File: src/rtl/spi_pkg.sv
// Shared definitions for the Motorola-format SPI target and its master-side wrapper.
package spi_pkg;

  // Positions of the polarity and phase bits within the SPI mode number.
  localparam int unsigned CPOL_BIT = 1;
  localparam int unsigned CPHA_BIT = 0;

  // Frame-size limits supported by both ends of the link.
  localparam int unsigned FRAME_SIZE_MIN = 4;
  localparam int unsigned FRAME_SIZE_MAX = 32;

  typedef enum logic [0:0] {
    StIdle,
    StActive
  } spi_state_e;

endpackage

File: src/rtl/spi_in_sync.sv
// Synchroniser for one asynchronous SPI pin, followed by a rise/fall detector.
module spi_in_sync #(
  parameter int unsigned SyncStages = 2,
  parameter logic        ResetVal   = 1'b0
) (
  input  logic clk_i,
  input  logic rst_ni,
  input  logic d_i,
  output logic level_o,
  output logic rise_o,
  output logic fall_o
);

  logic [SyncStages-1:0] sync_q;
  logic                  last_q;

  // Shift the pin through the synchroniser and remember the previous synced level.
  always_ff @(posedge clk_i or negedge rst_ni) begin
    if (!rst_ni) begin
      sync_q <= {SyncStages{ResetVal}};
      last_q <= ResetVal;
    end else begin
      sync_q <= {sync_q[SyncStages-2:0], d_i};
      last_q <= sync_q[SyncStages-1];
    end
  end

  assign level_o = sync_q[SyncStages-1];
  assign rise_o  = level_o & ~last_q;
  assign fall_o  = ~level_o & last_q;

endmodule

File: src/rtl/spi_mot_target.sv
// Motorola-format SPI target: oversampled pins, FSM, bit counter, shift and holding registers.
module spi_mot_target
  import spi_pkg::*;
#(
  parameter int unsigned CFG_MOT_MODE   = 3,
  parameter int unsigned CFG_FRAME_SIZE = 8,
  parameter int unsigned SYNC_STAGES    = 2
) (
  input  logic                      PCLK,
  input  logic                      PRESETN,
  input  logic                      SPICLKI,
  input  logic                      SPISSI,
  input  logic                      SPISDI,
  output logic                      SPISDO,
  output logic                      SPIOEN,
  input  logic [CFG_FRAME_SIZE-1:0] TX_DATA,
  input  logic                      TX_VALID,
  output logic                      TX_READY,
  output logic [CFG_FRAME_SIZE-1:0] RX_DATA,
  output logic                      RX_VALID,
  input  logic                      RX_READY,
  output logic                      TX_UNDERRUN,
  output logic                      RX_OVERFLOW,
  output logic                      FRAME_ABORT
);

  localparam int unsigned N    = CFG_FRAME_SIZE;
  localparam int unsigned CntW = $clog2(N);
  localparam logic [1:0]  Mode = CFG_MOT_MODE[1:0];
  localparam logic        Cpol = Mode[CPOL_BIT];
  localparam logic        Cpha = Mode[CPHA_BIT];

  logic sclk_lvl, sclk_rise, sclk_fall;
  logic ss_lvl, ss_rise, ss_fall;
  logic sdi_lvl, sdi_rise, sdi_fall;

  spi_in_sync #(.SyncStages(SYNC_STAGES), .ResetVal(Cpol)) u_sync_sclk (
    .clk_i  (PCLK),
    .rst_ni (PRESETN),
    .d_i    (SPICLKI),
    .level_o(sclk_lvl),
    .rise_o (sclk_rise),
    .fall_o (sclk_fall)
  );

  spi_in_sync #(.SyncStages(SYNC_STAGES), .ResetVal(1'b1)) u_sync_ss (
    .clk_i  (PCLK),
    .rst_ni (PRESETN),
    .d_i    (SPISSI),
    .level_o(ss_lvl),
    .rise_o (ss_rise),
    .fall_o (ss_fall)
  );

  spi_in_sync #(.SyncStages(SYNC_STAGES), .ResetVal(1'b0)) u_sync_sdi (
    .clk_i  (PCLK),
    .rst_ni (PRESETN),
    .d_i    (SPISDI),
    .level_o(sdi_lvl),
    .rise_o (sdi_rise),
    .fall_o (sdi_fall)
  );

  logic unused_sync;
  assign unused_sync = ^{sclk_lvl, ss_lvl, sdi_rise, sdi_fall};

  // Lead edge leaves the idle level; CPHA picks which edge samples and which shifts.
  logic lead_edge, trail_edge, sample_edge, shift_edge;
  assign lead_edge   = Cpol ? sclk_fall : sclk_rise;
  assign trail_edge  = Cpol ? sclk_rise : sclk_fall;
  assign sample_edge = Cpha ? trail_edge : lead_edge;
  assign shift_edge  = Cpha ? lead_edge : trail_edge;

  spi_state_e      state_q, state_d;
  logic [CntW-1:0] bitcnt_q, bitcnt_d;
  logic [N-1:0]    rx_shift_q, rx_shift_d;
  logic [N-1:0]    tx_shift_q, tx_shift_d;
  logic [N-1:0]    tx_hold_q, tx_hold_d;
  logic            tx_full_q, tx_full_d;
  logic [N-1:0]    rx_data_q, rx_data_d;
  logic            rx_valid_q, rx_valid_d;
  logic            sdo_q, sdo_d;
  logic            oen_q, oen_d;
  // Back-to-back frame waiting for its first shift edge to load and present.
  logic            pend_q, pend_d;
  logic            underrun_q, underrun_d;
  logic            overflow_q, overflow_d;
  logic            abort_q, abort_d;

  logic            frame_start, start_present, frame_done;
  logic [N-1:0]    rx_word, start_word;

  // State register for FSM, datapath and pulse outputs.
  always_ff @(posedge PCLK or negedge PRESETN) begin
    if (!PRESETN) begin
      state_q    <= StIdle;
      bitcnt_q   <= '0;
      rx_shift_q <= '0;
      tx_shift_q <= '0;
      tx_hold_q  <= '0;
      tx_full_q  <= 1'b0;
      rx_data_q  <= '0;
      rx_valid_q <= 1'b0;
      sdo_q      <= 1'b0;
      oen_q      <= 1'b0;
      pend_q     <= 1'b0;
      underrun_q <= 1'b0;
      overflow_q <= 1'b0;
      abort_q    <= 1'b0;
    end else begin
      state_q    <= state_d;
      bitcnt_q   <= bitcnt_d;
      rx_shift_q <= rx_shift_d;
      tx_shift_q <= tx_shift_d;
      tx_hold_q  <= tx_hold_d;
      tx_full_q  <= tx_full_d;
      rx_data_q  <= rx_data_d;
      rx_valid_q <= rx_valid_d;
      sdo_q      <= sdo_d;
      oen_q      <= oen_d;
      pend_q     <= pend_d;
      underrun_q <= underrun_d;
      overflow_q <= overflow_d;
      abort_q    <= abort_d;
    end
  end

  // Next-state logic: frame sequencing, shifting and both handshakes.
  always_comb begin
    state_d       = state_q;
    bitcnt_d      = bitcnt_q;
    rx_shift_d    = rx_shift_q;
    tx_shift_d    = tx_shift_q;
    tx_hold_d     = tx_hold_q;
    tx_full_d     = tx_full_q;
    rx_data_d     = rx_data_q;
    rx_valid_d    = rx_valid_q;
    sdo_d         = sdo_q;
    oen_d         = oen_q;
    pend_d        = pend_q;
    underrun_d    = 1'b0;
    overflow_d    = 1'b0;
    abort_d       = 1'b0;
    frame_start   = 1'b0;
    start_present = 1'b0;
    frame_done    = 1'b0;
    rx_word       = {rx_shift_q[N-2:0], sdi_lvl};
    start_word    = tx_full_q ? tx_hold_q : '0;

    unique case (state_q)
      StIdle: begin
        if (ss_fall) begin
          state_d       = StActive;
          oen_d         = 1'b1;
          bitcnt_d      = '0;
          pend_d        = 1'b0;
          frame_start   = 1'b1;
          // CPHA=0 must have the first bit on the line before the first edge.
          start_present = ~Cpha;
        end
      end
      StActive: begin
        if (ss_rise) begin
          // SS wins over any edge seen in the same cycle.
          state_d  = StIdle;
          oen_d    = 1'b0;
          sdo_d    = 1'b0;
          pend_d   = 1'b0;
          bitcnt_d = '0;
          abort_d  = (bitcnt_q != '0);
        end else begin
          if (sample_edge) begin
            rx_shift_d = rx_word;
            if (bitcnt_q == CntW'(N - 1)) begin
              bitcnt_d   = '0;
              frame_done = 1'b1;
              pend_d     = 1'b1;
            end else begin
              bitcnt_d = bitcnt_q + 1'b1;
            end
          end
          if (shift_edge) begin
            if (pend_q) begin
              frame_start   = 1'b1;
              start_present = 1'b1;
              pend_d        = 1'b0;
            end else begin
              sdo_d      = tx_shift_q[N-1];
              tx_shift_d = {tx_shift_q[N-2:0], 1'b0};
            end
          end
        end
      end
      default: state_d = StIdle;
    endcase

    if (frame_start) begin
      underrun_d = ~tx_full_q;
      tx_full_d  = 1'b0;
      if (start_present) begin
        sdo_d      = start_word[N-1];
        tx_shift_d = {start_word[N-2:0], 1'b0};
      end else begin
        tx_shift_d = start_word;
      end
    end

    // A load coinciding with an empty-holding start fills holding for the next frame.
    if (TX_VALID && !tx_full_q) begin
      tx_hold_d = TX_DATA;
      tx_full_d = 1'b1;
    end

    if (rx_valid_q && RX_READY) begin
      rx_valid_d = 1'b0;
    end
    if (frame_done) begin
      if (!rx_valid_q || RX_READY) begin
        rx_data_d  = rx_word;
        rx_valid_d = 1'b1;
      end else begin
        overflow_d = 1'b1;
      end
    end
  end

  assign SPISDO      = sdo_q;
  assign SPIOEN      = oen_q;
  assign TX_READY    = ~tx_full_q;
  assign RX_DATA     = rx_data_q;
  assign RX_VALID    = rx_valid_q;
  assign TX_UNDERRUN = underrun_q;
  assign RX_OVERFLOW = overflow_q;
  assign FRAME_ABORT = abort_q;

endmodule

File: config.mk
export PLATFORM = sky130hd
export DESIGN_NAME = spi_mot_target
export DESIGN_NICKNAME = d
export VERILOG_FILES = /design/src/rtl/spi_pkg.sv /design/src/rtl/spi_in_sync.sv /design/src/rtl/spi_mot_target.sv
export SDC_FILE = /design/constraint.sdc
export NUM_CORES = 1
export LEC_CHECK = 0
export CAP_MARGIN = 10
export CORE_ASPECT_RATIO = 2
export CORE_MARGIN = 8
export CORE_UTILIZATION = 48
export DETAILED_ROUTE_END_ITERATION = 8
export PLACE_DENSITY_LB_ADDON = 0.12
export REMOVE_ABC_BUFFERS = 1
export SETUP_SLACK_MARGIN = 0.1
export SKIP_CTS_REPAIR_TIMING = 1
export SLEW_MARGIN = 0
export SYNTH_ARGS = -nofsm -noshare
export SYNTH_HDL_FRONTEND = slang
export SYNTH_SLANG_ARGS = --single-unit
File: constraint.sdc
create_clock -name PCLK -period 1.65 [get_ports PCLK]
set_input_delay 0.33 -clock PCLK [delete_from_list [all_inputs] [get_ports PCLK]]
set_output_delay 0.33 -clock PCLK [all_outputs]
set_load 0.05 [all_outputs]
==> impl_metrics.yaml <==
run_status:
  status: "complete, but fails checks"
  violations: "negative setup slack"
die:
  row_count: 34
  initial_core_util_pct: 49.8
  die_y_um: 110
  die_x_um: 63.2
  io_pins: 30
  coreArea_sq_mm: 0.00430
  dieArea_sq_mm: 0.00698
synthesis:
  synth.distinct_cells: 34
  yosys_warnings: 0
  synth_xor_area_share_pct: 0
  synth-adder-area-share_pct: 2.22
  syn_area_sq_mm: 0.00214
  yosys-top-cells-area: "dfrtp_1 (53%), mux2_2 (8.4%), dfstp_2 (7.4%)"
  synthMuxAreaShare_pct: 11.7
  avgSynthCellArea_sq_um: 11.7
  yosys.area.top_type: "dfrtp_1"
  synth_cells: 183
  synth-seq-area-share_pct: 60.0
  synth-simple-area-share_pct: 14.9
  synth_ff_type: "dfrtp_1"
  synth_edf_count: 0
  synth-compound-area-share_pct: 8.72
  synth.most_common_cell: "dfrtp_1"
  synth_top_family_by_area: "simple AND/OR/NAND/NOR gates"
  synth_top_cell_area_share_pct: 52.7
  synth_commonest_cells: "dfrtp_1 (45), nand2_1 (29), mux2_2 (16)"
  ys_async_sr_fraction_pct: 100
  ys_ff_latch: 51
global_routing:
  grtUsageTotal_pct: 13.7
  grt_first_pass_wirelength_um: 7540
  grt_max_degree: 52
  antenna_found_initial: 0
  grt_pass1_vias: 1719
  overflow: 0
detailed_routing:
  antenna_left: 0
  vias_per_cell: 5.26
  wl_um: 4650
  num_vias: 1553
  drc: 0
  drt_pass1_iterations: 6
  drt_iter0_markers: 20
  wl_per_cell_um: 15.7
final_layout:
  diodes: 0
  fin_area_sq_mm: 0.00289
  area_delta_synth_final_pct: 35.1
  layout.nets: 258
  instances_no_fill: 295
  fillers: 323
  layout-drive-gt1-share_pct: 38.6
cts:
  clk_pin_slew_worst_paths_ns: 0.09
  clock-sinks: 51
  ctsLongestPathBuffers: 2
  cts_root_buffer: "clkbuf_8"
  cts_tree: "done"
  cts_buffers: 5
  htree_levels: 2
  worstSkewPairLatency_ns: 0.30
place:
  dp_hpwl_um: 3440
  numPortBuffers: 29
  placed_cell_area_sq_mm: 0.00263
  dp.cells: 283
  pre_cts_slack_ns: -0.0856
  gp_congestion: 0.786
sta:
  slew_viol_final: 0
  worstMarginPinSlew_ns: 0.289
  rsz0062_at_grt: "yes"
  setup_viol: 6
  layout_worst_path_cycle_share_pct: 102
  finalClockSkew_ns: 0.00494
  hold_viol: 0
  slew_headroom_pct: 80.6
  setup_tns_ns: -0.140
  setup_ws_ns: -0.0317
  period_minus_slack_ns: 1.68
  fmax_mhz: 595
worst_setup_path:
  timing.rr.start: "u_sync_sclk.last_q"
  endpoint_kind: "register"
  worstSetupPathType: "reg2reg"
  reg2reg_slack_ns: -0.03
  arrival_ns: 1.92
  cp_data_required_time_ns: 1.88
  reg2regPathDepth: 5
  critPathMaxFanout: 7
  r2r_end: "tx_shift_q[5]"
  cp-start-kind: "register"
hold_path:
  hold_class: "in2async"
power:
  p_leak_nw: 1.39
  total_power_mw: 3.28
  power_per_cell_area_mw_per_mm2: 1130
  peakVddDrop_uv: 922
flow_run:
  drv_cap: 0
report_power, final:
group          internal [mW]  total (mW)  leakage (nW)  switching, mW
clock network          0.383       0.773        0.0515          0.389
registers               1.51        1.73         0.632          0.211
logic                  0.396       0.777         0.702          0.381
total                   2.29        3.28          1.39          0.982
layer usage:
metal  global-route usage [%]  vias up  routed length [um]
met5                        0        -                   0
met4                     8.35        0                 119
met3                     3.04        8                 143
met2                     27.6       27                2770
met1                     11.7      775                1610
li1                         -      743                   -
final cells by class:
type                            instances  area, sq um  area share (%)
Sequential cell                        51         1280            44.5
Tap cell                               54         67.6            2.34
Timing Repair Buffer                   55          503            17.4
Inverter                                6         22.5           0.780
Clock buffer                            8          100            3.46
Multi-Input combinational cell        121          911            31.5
placed cells by master (no fill, tap or decap), types with 6 or more instances in the layout:
cell,n
clkbuf_8,7
a21oi_2,7
dfstp_2,6
nand2_1,29
buf_6,6
buf_4,32
nor2_1,7
dfrtp_1,44
mux2i_1,7
mux2_2,8
mux2_4,8
clkdlybuf4s50_1,13
stage by stage:
step / utilization, % / hold slack [ns]
after floorplan: - / 0.0344
after global routing: 67.2 / 0.0172
after CTS: 63.5 / 0.00536
final: 67.2 / 0.0106
after detailed placement: 61.2 / 0.340
after global placement: 61.2 / 0.334
flip-flops by register name (all words and copies together), names as in the netlist, 2 cells and up:
| signal | cells |
|---|---|
| u_sync_sdi.sync_q | 2 |
| bitcnt_q | 3 |
| tx_hold_q | 8 |
| u_sync_ss.sync_q | 2 |
| u_sync_sclk.sync_q | 2 |
| tx_shift_q | 8 |
| rx_shift_q | 7 |
| RX_DATA | 8 |
worst max-delay path, cell delays in order (launching register included):
cell and delay [ns]:
dfstp_2 0.55, nor2b_4 0.18, a31oi_1 0.09, o21a_2 0.28, or3_4 0.38, a21oi_2 0.14
cell families (layout without fill, tap and decap cells):
family / Yosys count / count (layout)
AO/OA/AOI/OAI: 31 / 31
adder cells (fa/ha/maj): 4 / 4
buffers and inverters: 11 / 69
AND/OR/NAND/NOR: 63 / 63
flip-flops: 51 / 51
multiplexers: 23 / 23
how the worst max path moves through the flow:
stage / slack [ns] / end / start / depth (start not counted)
2_1_floorplan: -0.22 / RX_DATA[0] / u_sync_sclk.sync_q[1] / 4
3_3_place_gp: -0.04 / RX_DATA[3] / RX_READY / 5
3_5_place_dp: -0.09 / RX_DATA[7] / RX_READY / 5
4_1_cts: -0.1 / tx_shift_q[3] / u_sync_sclk.last_q / 5
5_1_grt: -0.1 / tx_shift_q[5] / u_sync_sclk.last_q / 5
6_report: -0.03 / tx_shift_q[5] / u_sync_sclk.last_q / 5
(Power assumes the default switching activity.)
